**config.mk**
```make
export PLATFORM = sky130hd
export DESIGN_NAME = sort_host_if_flat
export DESIGN_NICKNAME = d
export VERILOG_FILES = /design/src/rtl/sort_pkg.sv /design/src/rtl/sort_host_if_if.sv /design/src/rtl/sort_host_if_elem_counter.sv /design/src/rtl/sort_host_if.sv /design/src/flat_wrapper.sv
export SDC_FILE = /design/constraint.sdc
export NUM_CORES = 1
export LEC_CHECK = 0
export ABC_CLOCK_PERIOD_IN_PS = 1400
export CAP_MARGIN = 25
export CELL_PAD_IN_SITES_DETAIL_PLACEMENT = 0
export CELL_PAD_IN_SITES_GLOBAL_PLACEMENT = 1
export CORE_UTILIZATION = 18
export CTS_CLUSTER_DIAMETER = 120
export CTS_CLUSTER_SIZE = 10
export DETAILED_ROUTE_END_ITERATION = 7
export PLACE_DENSITY = 0.81
export RECOVER_POWER = 100
export SLEW_MARGIN = 5
export SYNTH_ARGS = -nofsm -noshare
export SYNTH_HDL_FRONTEND = slang
export SYNTH_SLANG_ARGS = --single-unit
```
**constraint.sdc**
```tcl
create_clock -name clk -period 1.4 [get_ports clk]
set_input_delay 0.14 -clock clk [delete_from_list [all_inputs] [get_ports clk]]
set_output_delay 0.14 -clock clk [all_outputs]
set_load 0.02 [all_outputs]
```
**src/rtl/sort_pkg.sv**
```systemverilog
// Shared types and constants for the in-memory bubble-sort engine and its host front end.
package sort_pkg;

  localparam int unsigned DATA_W_DEF = 8;
  localparam int unsigned ADDR_W_DEF = 4;
  localparam int unsigned N_DEF      = 16;

  localparam logic MEM_OWNER_HOST = 1'b0;
  localparam logic MEM_OWNER_SORT = 1'b1;

  typedef enum logic [1:0] {
    LOAD  = 2'd0,
    KICK  = 2'd1,
    WAIT  = 2'd2,
    DRAIN = 2'd3
  } host_state_t;

endpackage

```
**src/rtl/sort_host_if_if.sv**
```systemverilog
// Host front-end bundle: input stream, output stream, sorter handshake and host memory port.
interface sort_host_if_if
  import sort_pkg::*;
#(
  parameter int unsigned DATA_W = DATA_W_DEF,
  parameter int unsigned ADDR_W = ADDR_W_DEF
);

  logic              in_valid;
  logic [DATA_W-1:0] in_data;
  logic              in_ready;
  logic              out_valid;
  logic [DATA_W-1:0] out_data;
  logic              out_ready;
  logic              sort_start;
  logic              sort_done;
  logic              mem_sel;
  logic [ADDR_W-1:0] mem_addr;
  logic [DATA_W-1:0] mem_wdata;
  logic              mem_write;
  logic              mem_read;
  logic [DATA_W-1:0] mem_rdata;
  logic              busy;

  modport master (
    input  in_valid, in_data, out_ready, sort_done, mem_rdata,
    output in_ready, out_valid, out_data, sort_start, mem_sel,
           mem_addr, mem_wdata, mem_write, mem_read, busy
  );

  modport slave (
    output in_valid, in_data, out_ready, sort_done, mem_rdata,
    input  in_ready, out_valid, out_data, sort_start, mem_sel,
           mem_addr, mem_wdata, mem_write, mem_read, busy
  );

endinterface

```
**src/rtl/sort_host_if_elem_counter.sv**
```systemverilog
// Element counter with synchronous clear and terminal-count flag at N-1.
module elem_counter
  import sort_pkg::*;
#(
  parameter int unsigned ADDR_W = ADDR_W_DEF,
  parameter int unsigned N      = N_DEF
) (
  input  logic              clk,
  input  logic              rst,
  input  logic              i_clr,
  input  logic              i_inc,
  output logic [ADDR_W-1:0] o_cnt,
  output logic              o_tc
);

  localparam logic [ADDR_W-1:0] LAST = ADDR_W'(N - 1);

  logic [ADDR_W-1:0] r_cnt;

  // Clear wins over increment so the terminal element never wraps past N-1.
  always_ff @(posedge clk or posedge rst) begin
    if (rst) begin
      r_cnt <= '0;
    end else if (i_clr) begin
      r_cnt <= '0;
    end else if (i_inc) begin
      r_cnt <= r_cnt + ADDR_W'(1);
    end
  end

  assign o_cnt = r_cnt;
  assign o_tc  = (r_cnt == LAST);

endmodule

```
**src/rtl/sort_host_if.sv**
```systemverilog
// Host front end: loads a frame into the shared memory, kicks the sorter, then drains the sorted frame.
module sort_host_if
  import sort_pkg::*;
#(
  parameter int unsigned DATA_W = DATA_W_DEF,
  parameter int unsigned ADDR_W = ADDR_W_DEF,
  parameter int unsigned N      = N_DEF
) (
  input logic            clk,
  input logic            rst,
  sort_host_if_if.master bus
);

  localparam logic [1:0] S_LOAD  = LOAD;
  localparam logic [1:0] S_KICK  = KICK;
  localparam logic [1:0] S_WAIT  = WAIT;
  localparam logic [1:0] S_DRAIN = DRAIN;

  logic [1:0]        r_state;
  logic [1:0]        w_next;
  logic [ADDR_W-1:0] w_cnt;
  logic              w_tc;
  logic              w_clr;
  logic              w_inc;

  elem_counter #(
    .ADDR_W (ADDR_W),
    .N      (N)
  ) u_cnt (
    .clk   (clk),
    .rst   (rst),
    .i_clr (w_clr),
    .i_inc (w_inc),
    .o_cnt (w_cnt),
    .o_tc  (w_tc)
  );

  always_ff @(posedge clk or posedge rst) begin
    if (rst) begin
      r_state <= S_LOAD;
    end else begin
      r_state <= w_next;
    end
  end

  // Moore decode from state/cnt; only mem_write also looks at in_valid.
  always_comb begin
    w_next         = r_state;
    w_clr          = 1'b0;
    w_inc          = 1'b0;
    bus.in_ready   = 1'b0;
    bus.out_valid  = 1'b0;
    bus.sort_start = 1'b0;
    bus.mem_sel    = MEM_OWNER_HOST;
    bus.mem_write  = 1'b0;
    bus.mem_read   = 1'b0;
    bus.busy       = 1'b0;
    bus.mem_addr   = w_cnt;
    bus.mem_wdata  = bus.in_data;
    bus.out_data   = bus.mem_rdata;

    case (r_state)
      S_LOAD: begin
        bus.in_ready  = 1'b1;
        bus.mem_write = bus.in_valid;
        if (bus.in_valid) begin
          if (w_tc) begin
            w_clr  = 1'b1;
            w_next = S_KICK;
          end else begin
            w_inc = 1'b1;
          end
        end
      end
      S_KICK: begin
        // The sorter leaves idle on this edge, so a single-cycle pulse is enough.
        bus.mem_sel    = MEM_OWNER_SORT;
        bus.sort_start = 1'b1;
        bus.busy       = 1'b1;
        w_next         = S_WAIT;
      end
      S_WAIT: begin
        bus.mem_sel = MEM_OWNER_SORT;
        bus.busy    = 1'b1;
        if (bus.sort_done) begin
          w_next = S_DRAIN;
        end
      end
      S_DRAIN: begin
        bus.mem_read  = 1'b1;
        bus.out_valid = 1'b1;
        if (bus.out_ready) begin
          if (w_tc) begin
            w_clr  = 1'b1;
            w_next = S_LOAD;
          end else begin
            w_inc = 1'b1;
          end
        end
      end
      default: begin
        w_next = S_LOAD;
      end
    endcase
  end

endmodule

```
**src/flat_wrapper.sv**
```systemverilog
// flat-port wrapper written by rule: the top's interface ports become plain ports
module sort_host_if_flat import sort_pkg::*;
#(
  parameter int unsigned DATA_W = DATA_W_DEF,
  parameter int unsigned ADDR_W = ADDR_W_DEF,
  parameter int unsigned N      = N_DEF
)
  (clk, rst, bus_in_valid, bus_in_data, bus_out_ready, bus_sort_done, bus_mem_rdata, bus_in_ready, bus_out_valid, bus_out_data, bus_sort_start, bus_mem_sel, bus_mem_addr, bus_mem_wdata, bus_mem_write, bus_mem_read, bus_busy);
  sort_host_if_if #(.DATA_W(DATA_W), .ADDR_W(ADDR_W)) bus_i ();
  input logic clk;
  input logic rst;
  input wire logic [$bits(bus_i.in_valid)-1:0] bus_in_valid;
  input wire logic [$bits(bus_i.in_data)-1:0] bus_in_data;
  input wire logic [$bits(bus_i.out_ready)-1:0] bus_out_ready;
  input wire logic [$bits(bus_i.sort_done)-1:0] bus_sort_done;
  input wire logic [$bits(bus_i.mem_rdata)-1:0] bus_mem_rdata;
  output wire logic [$bits(bus_i.in_ready)-1:0] bus_in_ready;
  output wire logic [$bits(bus_i.out_valid)-1:0] bus_out_valid;
  output wire logic [$bits(bus_i.out_data)-1:0] bus_out_data;
  output wire logic [$bits(bus_i.sort_start)-1:0] bus_sort_start;
  output wire logic [$bits(bus_i.mem_sel)-1:0] bus_mem_sel;
  output wire logic [$bits(bus_i.mem_addr)-1:0] bus_mem_addr;
  output wire logic [$bits(bus_i.mem_wdata)-1:0] bus_mem_wdata;
  output wire logic [$bits(bus_i.mem_write)-1:0] bus_mem_write;
  output wire logic [$bits(bus_i.mem_read)-1:0] bus_mem_read;
  output wire logic [$bits(bus_i.busy)-1:0] bus_busy;
  assign bus_i.in_valid = bus_in_valid;
  assign bus_i.in_data = bus_in_data;
  assign bus_i.out_ready = bus_out_ready;
  assign bus_i.sort_done = bus_sort_done;
  assign bus_i.mem_rdata = bus_mem_rdata;
  assign bus_in_ready = bus_i.in_ready;
  assign bus_out_valid = bus_i.out_valid;
  assign bus_out_data = bus_i.out_data;
  assign bus_sort_start = bus_i.sort_start;
  assign bus_mem_sel = bus_i.mem_sel;
  assign bus_mem_addr = bus_i.mem_addr;
  assign bus_mem_wdata = bus_i.mem_wdata;
  assign bus_mem_write = bus_i.mem_write;
  assign bus_mem_read = bus_i.mem_read;
  assign bus_busy = bus_i.busy;
  sort_host_if #(.DATA_W(DATA_W), .ADDR_W(ADDR_W), .N(N)) u_core (.clk(clk), .rst(rst), .bus(bus_i));
endmodule
```
==> results.rst, run 1 <==
.. list-table::
   :header-rows: 1

   * - Metric
     - Value
   * - Net switching power figure
     - 0.854 mW
   * - Die X
     - 56.3 µm
   * - Final HPWL DP
     - 837 µm
   * - Via count of the first global-routing pass
     - 416
   * - Netlist cell types
     - 18
   * - Worst setup path class
     - flip-flop to flip-flop
   * - Core region area
     - 2780 µm²
   * - Initial detailed-routing violation count
     - 5
   * - Switching part of the total power
     - 0.446
   * - Worst Max-Slew Pin Slew
     - 0.225 ns
   * - Place WS
     - -0.196 ns
   * - Bufs and invs on worst path
     - 0
   * - Relative slew slack
     - 0.847
   * - Number of antenna-violating nets in the routed design
     - 0
   * - Top-level I/O count
     - 48
   * - Area enclosed by the die boundary
     - 3170 µm²
   * - Shortest clock period the worst path allows after layout
     - 1.56 ns
   * - Starting density of the core
     - 0.191
   * - Slowest cell on crit path
     - or4b_1
   * - Startpoint types
     - flip-flop
   * - CP required
     - 1.54 ns
   * - Number of warnings printed during yosys synthesis
     - 0
   * - Remaining Overflow, GRT
     - 0
   * - Number of antenna violations at the first check in global routing
     - 0
   * - Clock-pin slew on the worst setup and hold paths
     - 0.05 ns
   * - Cell total after placement
     - 90
   * - Number of buffers inserted by hold repair at cts
     - 0
   * - H-tree depth
     - 1
   * - Clock sink count
     - 6
   * - Pwr Density
     - 2760 nW/µm²
   * - Area of all placed cells without fillers
     - 693 µm²
   * - Highest-count cells in the layout ignoring fill and taps
     - buf_4 (7), buf_2 (6), nor2_1 (5)
   * - Diode count
     - 0
   * - Number of non-filler instances in the completed layout
     - 96
   * - Area share of the leading cell type in the synthesized netlist
     - 0.283
   * - Cell Area, Placed
     - 683 µm²
   * - Longest individual stage delay on the worst path
     - 0.47 ns
   * - Overall track demand over capacity in global routing
     - 0.0727
   * - Setup violation total in the final timing report
     - 6
   * - Yosys top cell by area
     - dfrtp_1
   * - Global-route wire length before repair
     - 1730 µm
   * - Maximum number of pins on one net before global-route repair
     - 7
   * - Biggest area contributors in the synthesized netlist
     - dfrtp_1 (28%), buf_4 (25%), ha_1 (14%), mux2_2 (6.4%), mux2i_1 (3.8%)
   * - Peak supply drop
     - 0.00125 V
   * - Seq cells post-synth
     - 6
   * - Number of remaining DRC errors
     - 0
   * - Post-synthesis cell area
     - 531 µm²
   * - Clock root buffer
     - clkbuf_4
   * - Unrepaired setup endpoints after global routing
     - true
   * - Sequential fraction of the synthesis area
     - 0.283
   * - Outcome
     - finished with violations
   * - TritonCTS clock tree
     - built
   * - First-pass iteration count of the detailed router
     - 2
   * - Deepest clock path buffer count
     - 2
   * - Number of max-cap violations
     - 0
   * - Synth Instances
     - 55
   * - Placement Rows
     - 19
   * - Number of nets produced by synthesis
     - 82
   * - Layout cells sized above 1
     - 0.446
   * - Vertical die dimension
     - 56.3 µm
   * - Kind of end point of the critical path
     - flip-flop
   * - Routed wirelength normalized by instance count
     - 11.1 µm
   * - Hold violation count in the final report
     - 0
   * - Number of vias per cell
     - 3.95
   * - Int Pwr
     - 1.06 mW
   * - Max-slew violation count
     - 0
   * - Cell-by-cell listing of the critical path
     - ha_4 > mux2i_2 > or4b_1 > a32o_1
   * - Cell family contributing the most delay on the critical path
     - simple AND/OR/NAND/NOR gates
   * - Clock group share of total power
     - 0.094
   * - Post-layout nets
     - 93
   * - Area added between synthesis and finish
     - 30.7%
   * - Reg power frac
     - 0.198
   * - Least setup slack across all paths after layout
     - -0.162 ns
   * - Share of the clock period used by the worst path after layout
     - 1.12
   * - Timing-limited maximum frequency
     - 640 MHz
   * - CTS Buf Count
     - 3
   * - Leading cell type in the layout, fill and taps excluded
     - buf_4
   * - Clock latency on the worst-skew pair
     - 0.25 ns
   * - Average cell area after synthesis
     - 9.65 µm²
   * - Path class of the lowest-slack min-delay path
     - input port to asynchronous set/reset pin
   * - Final Power
     - 1.91 mW
   * - Worst hold slack after final layout
     - 0.243 ns
   * - DRT Wirelength
     - 1070 µm
   * - Critical path fanouts, max
     - 3
   * - Final weighted congestion in routability-driven placement
     - 0.698
   * - Routed vias
     - 379
   * - Violations in the final reports
     - negative setup slack
   * - Arr. time, crit path
     - 1.70 ns
   * - Leakage
     - 0.317 nW
   * - Port bufs
     - 15
   * - Proportion of power drawn by combinational gates
     - 0.708
   * - Clock skew
     - 0.00702 ns
-- synthesized netlist by cell type --
cell,instances
a21oi_1,1
a32o_1,1
and2_1,1
and3_1,1
buf_4,18
dfrtp_1,6
ha_1,6
inv_1,3
mux2_2,3
mux2i_1,2
nand2_1,1
nand2b_1,2
nor2_1,5
nor3b_1,1
o2111ai_1,1
or2b_1,1
or4b_1,1
xor2_1,1
-- area by class of cell --
cell class              count  area (µm²)
clock buffers               4        26.3
fillers                   306        2090
inverters                   3        11.3
multi-input cells          28         288
flip-flops and latches      6         153
well taps                  31        38.8
repair buffers             24         176
-- per-layer routing --
layer	up-vias	GRT usage	share of wire
li1	184	-	-
met1	175	0.0716	0.41
met2	18	0.111	0.46
met3	2	0.0369	0.11
met4	0	0.0662	0.016
met5	-	0	0
-- power groups by stage --
| stage | logic, mW | registers, mW | clock network [mW] |
|---|---|---|---|
| 2_1_floorplan | 0.890 | 0.460 | 0 |
| 3_3_place_gp | 1.44 | 0.376 | 0 |
| 3_5_place_dp | 1.46 | 0.383 | 0 |
| 4_1_cts | 1.43 | 0.381 | 0.187 |
| 5_1_grt | 1.47 | 0.388 | 0.195 |
| 6_report | 1.36 | 0.379 | 0.180 |
-- cell families after synthesis --
| family | after synthesis | synth area share |
|---|---|---|
| xor gates and xnor gates | 1 | 0.0165 |
| adders and majority gates | 6 | 0.142 |
| DFF | 6 | 0.283 |
| and+or+nand+nor | 13 | 0.137 |
| AOI/OAI and AO/OA | 3 | 0.0448 |
| buffers and inverters | 21 | 0.276 |
| muxes | 5 | 0.101 |
-- timing repair --
item,CTS,global route
setup endpoints to repair,16,11
resized for setup,26,6
pin swaps,4,1
buffers inserted,1,1
-- metrics by stage --
step                      utilization  setup TNS (ns)
after detailed placement        0.246          -0.858
final                           0.249          -0.387
after global routing            0.249          -0.697
after CTS                       0.257          -0.589
after global placement          0.246          -0.781
after floorplan                     -          -0.275
-- state kept, by name, summed over array words and instances (netlist names) --
signal              flops
u_core.r_state          2
u_core.u_cnt.o_cnt      4
-- path summary, 6_finish.rpt --
check,start,endpoint,slack [ns],cells after the start
max,u_core.r_state[1],u_core.u_cnt.o_cnt[3],-0.16,4
max reg2reg,u_core.r_state[1],u_core.u_cnt.o_cnt[3],-0.16,4
max in group asynchronous,rst,u_core.u_cnt.o_cnt[0],0.94,2
min,rst,u_core.u_cnt.o_cnt[3],0.24,2
min in group clk,bus_in_data[6],bus_mem_wdata[6],0.28,0
min reg2reg,u_core.u_cnt.o_cnt[3],u_core.u_cnt.o_cnt[3],0.55,1
-- worst reg2reg max path, stage by stage (launching register included) --
cell,delay [ns]
dfrtp_1,0.42
ha_4,0.19
mux2i_2,0.16
or4b_1,0.47
a32o_1,0.21
(Power assumes the default switching activity.)
==> run 2: changes to the inputs <==
- ABC_CLOCK_PERIOD_IN_PS: 1400 -> 1410
- CORE_MARGIN: unset -> 5
- GPL_TIMING_DRIVEN: unset -> 0
- clock period: 1.4 -> 1.41 ns (I/O delays scaled with it)
==> run 2 against run 1 <==
  * The flow still finishes with violations (negative setup slack)
  * Sequential power rose by 7.9%
  * Via count grew 26%
  * Largest cell class is now buffers
  * Register-to-register slack hardly changed
  * Sequential share of layout area is 6.6 points lower
  * Clock skew up 0.0057 ns
  * Critical endpoint unchanged
  * Power up 12%
  * Non-clock buffer count rose by 32
  * Highest routed layer is now met3
==> results.rst, run 2 (synthesis results as in run 1) <==
.. list-table::
   :header-rows: 1

   * - Metric
     - Value
   * - Post-layout nets
     - 125 (was 93)
   * - Critical path depth
     - 4 (unchanged)
   * - Remaining Overflow, GRT
     - 0 (unchanged)
   * - Diode count
     - 0 (unchanged)
   * - Number of flip-flops under the largest register name
     - 4 (unchanged)
   * - Max-slew violation count
     - 0 (unchanged)
   * - CTS Buf Count
     - 3 (unchanged)
   * - H-tree depth
     - 1 (unchanged)
   * - Path class of the lowest-slack min-delay path
     - input port to asynchronous set/reset pin (unchanged)
   * - Bufs and invs on worst path
     - 1 (was 0)
   * - Number of remaining DRC errors
     - 0 (unchanged)
   * - Leakage
     - 0.471 nW (was 0.317 nW)
   * - Arr. time, crit path
     - 1.71 ns (was 1.70 ns)
   * - Kind of end point of the critical path
     - flip-flop (unchanged)
   * - Count of fill cells added during filler insertion
     - 286 (was 306)
   * - Layout cells sized above 1
     - 0.505 (was 0.446)
   * - Timing-limited maximum frequency
     - 634 MHz (was 640 MHz)
   * - Port bufs
     - 31 (was 15)
   * - Worst R2R End
     - u_core.u_cnt.o_cnt[3] (unchanged)
   * - Start point of the critical path
     - u_core.r_state[1] (unchanged)
   * - Startpoint types
     - flip-flop (unchanged)
   * - Clock-pin slew on the worst setup and hold paths
     - 0.05 ns (about the same)
   * - Top-level I/O count
     - 48 (unchanged)
   * - First-pass iteration count of the detailed router
     - 3 (was 2)
   * - Peak supply drop
     - 0.00103 V (was 0.00125 V)
   * - Cell family contributing the most delay on the critical path
     - simple AND/OR/NAND/NOR gates (unchanged)
   * - Number of buffers inserted by hold repair at cts
     - 0 (unchanged)
   * - Share of the clock period used by the worst path after layout
     - 1.12 (about the same)
   * - Initial detailed-routing violation count
     - 11 (was 5)
   * - Fraction of the core area covered by cells at the end of the flow
     - 0.361 (was 0.249)
   * - Overall track demand over capacity in global routing
     - 0.0657 (was 0.0727)
   * - Die X
     - 64.3 µm (was 56.3 µm)
   * - Leading cell type in the layout, fill and taps excluded
     - buf_4 (unchanged)
   * - Pwr Density
     - 2130 nW/µm² (was 2760 nW/µm²)
   * - Worst setup path class
     - flip-flop to flip-flop (unchanged)
   * - Clock latency on the worst-skew pair
     - 0.25 ns (about the same)
   * - Number of antenna violations at the first check in global routing
     - 0 (unchanged)
   * - Maximum number of pins on one net before global-route repair
     - 7 (unchanged)
   * - Setup violation total in the final timing report
     - 5 (was 6)
   * - Shortest clock period the worst path allows after layout
     - 1.58 ns (was 1.56 ns)
   * - Flop2flop setup slack
     - -0.17 ns (was -0.16 ns)
   * - Cell total after placement
     - 117 (was 90)
   * - Number of non-filler instances in the completed layout
     - 128 (was 96)
   * - Critical path capture point
     - u_core.u_cnt.o_cnt[3] (unchanged)
   * - Number of vias per cell
     - 3.73 (was 3.95)
   * - Routed wirelength normalized by instance count
     - 10.9 µm (was 11.1 µm)
   * - DRT Wirelength
     - 1390 µm (was 1070 µm)
   * - Unrepaired setup endpoints after global routing
     - true (unchanged)
   * - Placement Rows
     - 19 (unchanged)
   * - Highest-count cells in the layout ignoring fill and taps
     - buf_4 (24), dlygate4sd3_1 (17), nor2_1 (5) (was buf_4 (7), buf_2 (6), nor2_1 (5))
   * - Violations in the final reports
     - negative setup slack (unchanged)
   * - Outcome
     - finished with violations (unchanged)
   * - Starting density of the core
     - 0.191 (unchanged)
   * - Number of max-cap violations
     - 0 (unchanged)
   * - Clock sink count
     - 6 (unchanged)
   * - Routed vias
     - 478 (was 379)
   * - Vertical die dimension
     - 64.3 µm (was 56.3 µm)
   * - Clock root buffer
     - clkbuf_4 (unchanged)
   * - CP required
     - 1.54 ns (about the same)
   * - Core region area
     - 2780 µm² (unchanged)
   * - Area added between synthesis and finish
     - 89.4% (was 30.7%)
   * - Longest individual stage delay on the worst path
     - 0.50 ns (was 0.47 ns)
   * - Worst Max-Slew Pin Slew
     - 0.290 ns (was 0.225 ns)
   * - Cells on worst reg2reg path
     - 4 (unchanged)
   * - Via count of the first global-routing pass
     - 512 (was 416)
   * - Source of the worst register-to-register timing path
     - u_core.r_state[1] (unchanged)
   * - Area enclosed by the die boundary
     - 4130 µm² (was 3170 µm²)
   * - Hold violation count in the final report
     - 0 (unchanged)
   * - Clock skew
     - 0.0127 ns (was 0.00702 ns)
   * - Slowest cell on crit path
     - or4b_1 (unchanged)
   * - TritonCTS clock tree
     - built (unchanged)
   * - Deepest clock path buffer count
     - 2 (unchanged)
   * - Relative slew slack
     - 0.806 (was 0.847)
   * - Cell-by-cell listing of the critical path
     - inv_2 > ha_4 > or4b_1 > a32o_1 (was ha_4 > mux2i_2 > or4b_1 > a32o_1)
   * - Least setup slack across all paths after layout
     - -0.168 ns (was -0.162 ns)
   * - Global-route wire length before repair
     - 2190 µm (was 1730 µm)
   * - Final weighted congestion in routability-driven placement
     - 0.669 (was 0.698)
   * - Critical path fanouts, max
     - 6 (was 3)
   * - Number of antenna-violating nets in the routed design
     - 0 (unchanged)
==> run 2: cell types whose count changed in the layout (fill, tap and decap cells not counted), sizes merged <==
cell	before	now
buf	13	30
clkbuf	6	5
dlygate4sd3	1	17
==> run 2: worst reg2reg max path, delay by kind of cell, from the launching register on <==
kind | cells | cell delay, ns
flip-flops | 1 | 0.44
AO/OA/AOI/OAI | 1 | 0.23
AND/OR/NAND/NOR | 1 | 0.50
buffers and inverters | 1 | 0.09
adder cells (fa/ha/maj) | 1 | 0.22
==> run 2: timing repair <==
| item | in CTS | in global routing |
|---|---|---|
| endpoints found under the setup margin | 14 | 9 |
| gates cloned | 0 | 0 |
| gates resized for setup | 34 | 3 |
| pin swaps | 4 | 1 |
| buffers inserted | 6 | 1 |
==> run 2: through the flow <==
| stage | TNS, ns | worst slack [ns] | power (mW) | hold slack (ns) | cell area, µm² |
|---|---|---|---|---|---|
| final | -0.362 | -0.168 | 2.14 | 0.241 | 1000 |
| after global routing | -0.794 | -0.214 | 2.32 | 0.254 | 1000 |
| after CTS | -0.353 | -0.169 | 2.13 | 0.0967 | 996 |
| after detailed placement | -1.09 | -0.252 | 1.84 | 0.372 | 926 |
| after global placement | -0.879 | -0.224 | 1.82 | 0.372 | 926 |
| after floorplan | -0.241 | -0.164 | 1.34 | -0.0682 | 577 |
==> run 2: cell type report <==
class                   count  area (µm²)  area share
multi-input cells          28         290       0.289
flip-flops and latches      6         155       0.154
repair buffers             38         342       0.340
well taps                  31        38.8      0.0386
plain buffers              18         139       0.138
clock buffers               4        26.3      0.0262
inverters                   3        13.8      0.0137
==> run 2: how the worst min path moves through the flow <==
stage / from / end / cells after the start
6_report: rst / u_core.u_cnt.o_cnt[3] / 2
3_5_place_dp: rst / u_core.u_cnt.o_cnt[2] / 2
4_1_cts: rst / u_core.u_cnt.o_cnt[3] / 2
2_1_floorplan: rst / u_core.r_state[0] / 1
3_3_place_gp: rst / u_core.r_state[1] / 2
5_1_grt: rst / u_core.u_cnt.o_cnt[3] / 2
==> run 2: power breakdown <==
group	total, mW	switching (mW)	internal, mW
sequential	0.409	0.132	0.278
combinational	1.56	0.715	0.843
clock	0.170	0.0625	0.107
==> run 2: routing by layer <==
layer / vias to the layer above / GRT usage / part of all wire
met2: 24 / 0.113 / 0.51
met3: 0 / 0.0228 / 0.10
li1: 247 / - / -
met4: 0 / 0.0305 / 0
met1: 207 / 0.0714 / 0.38
met5: - / 0 / 0
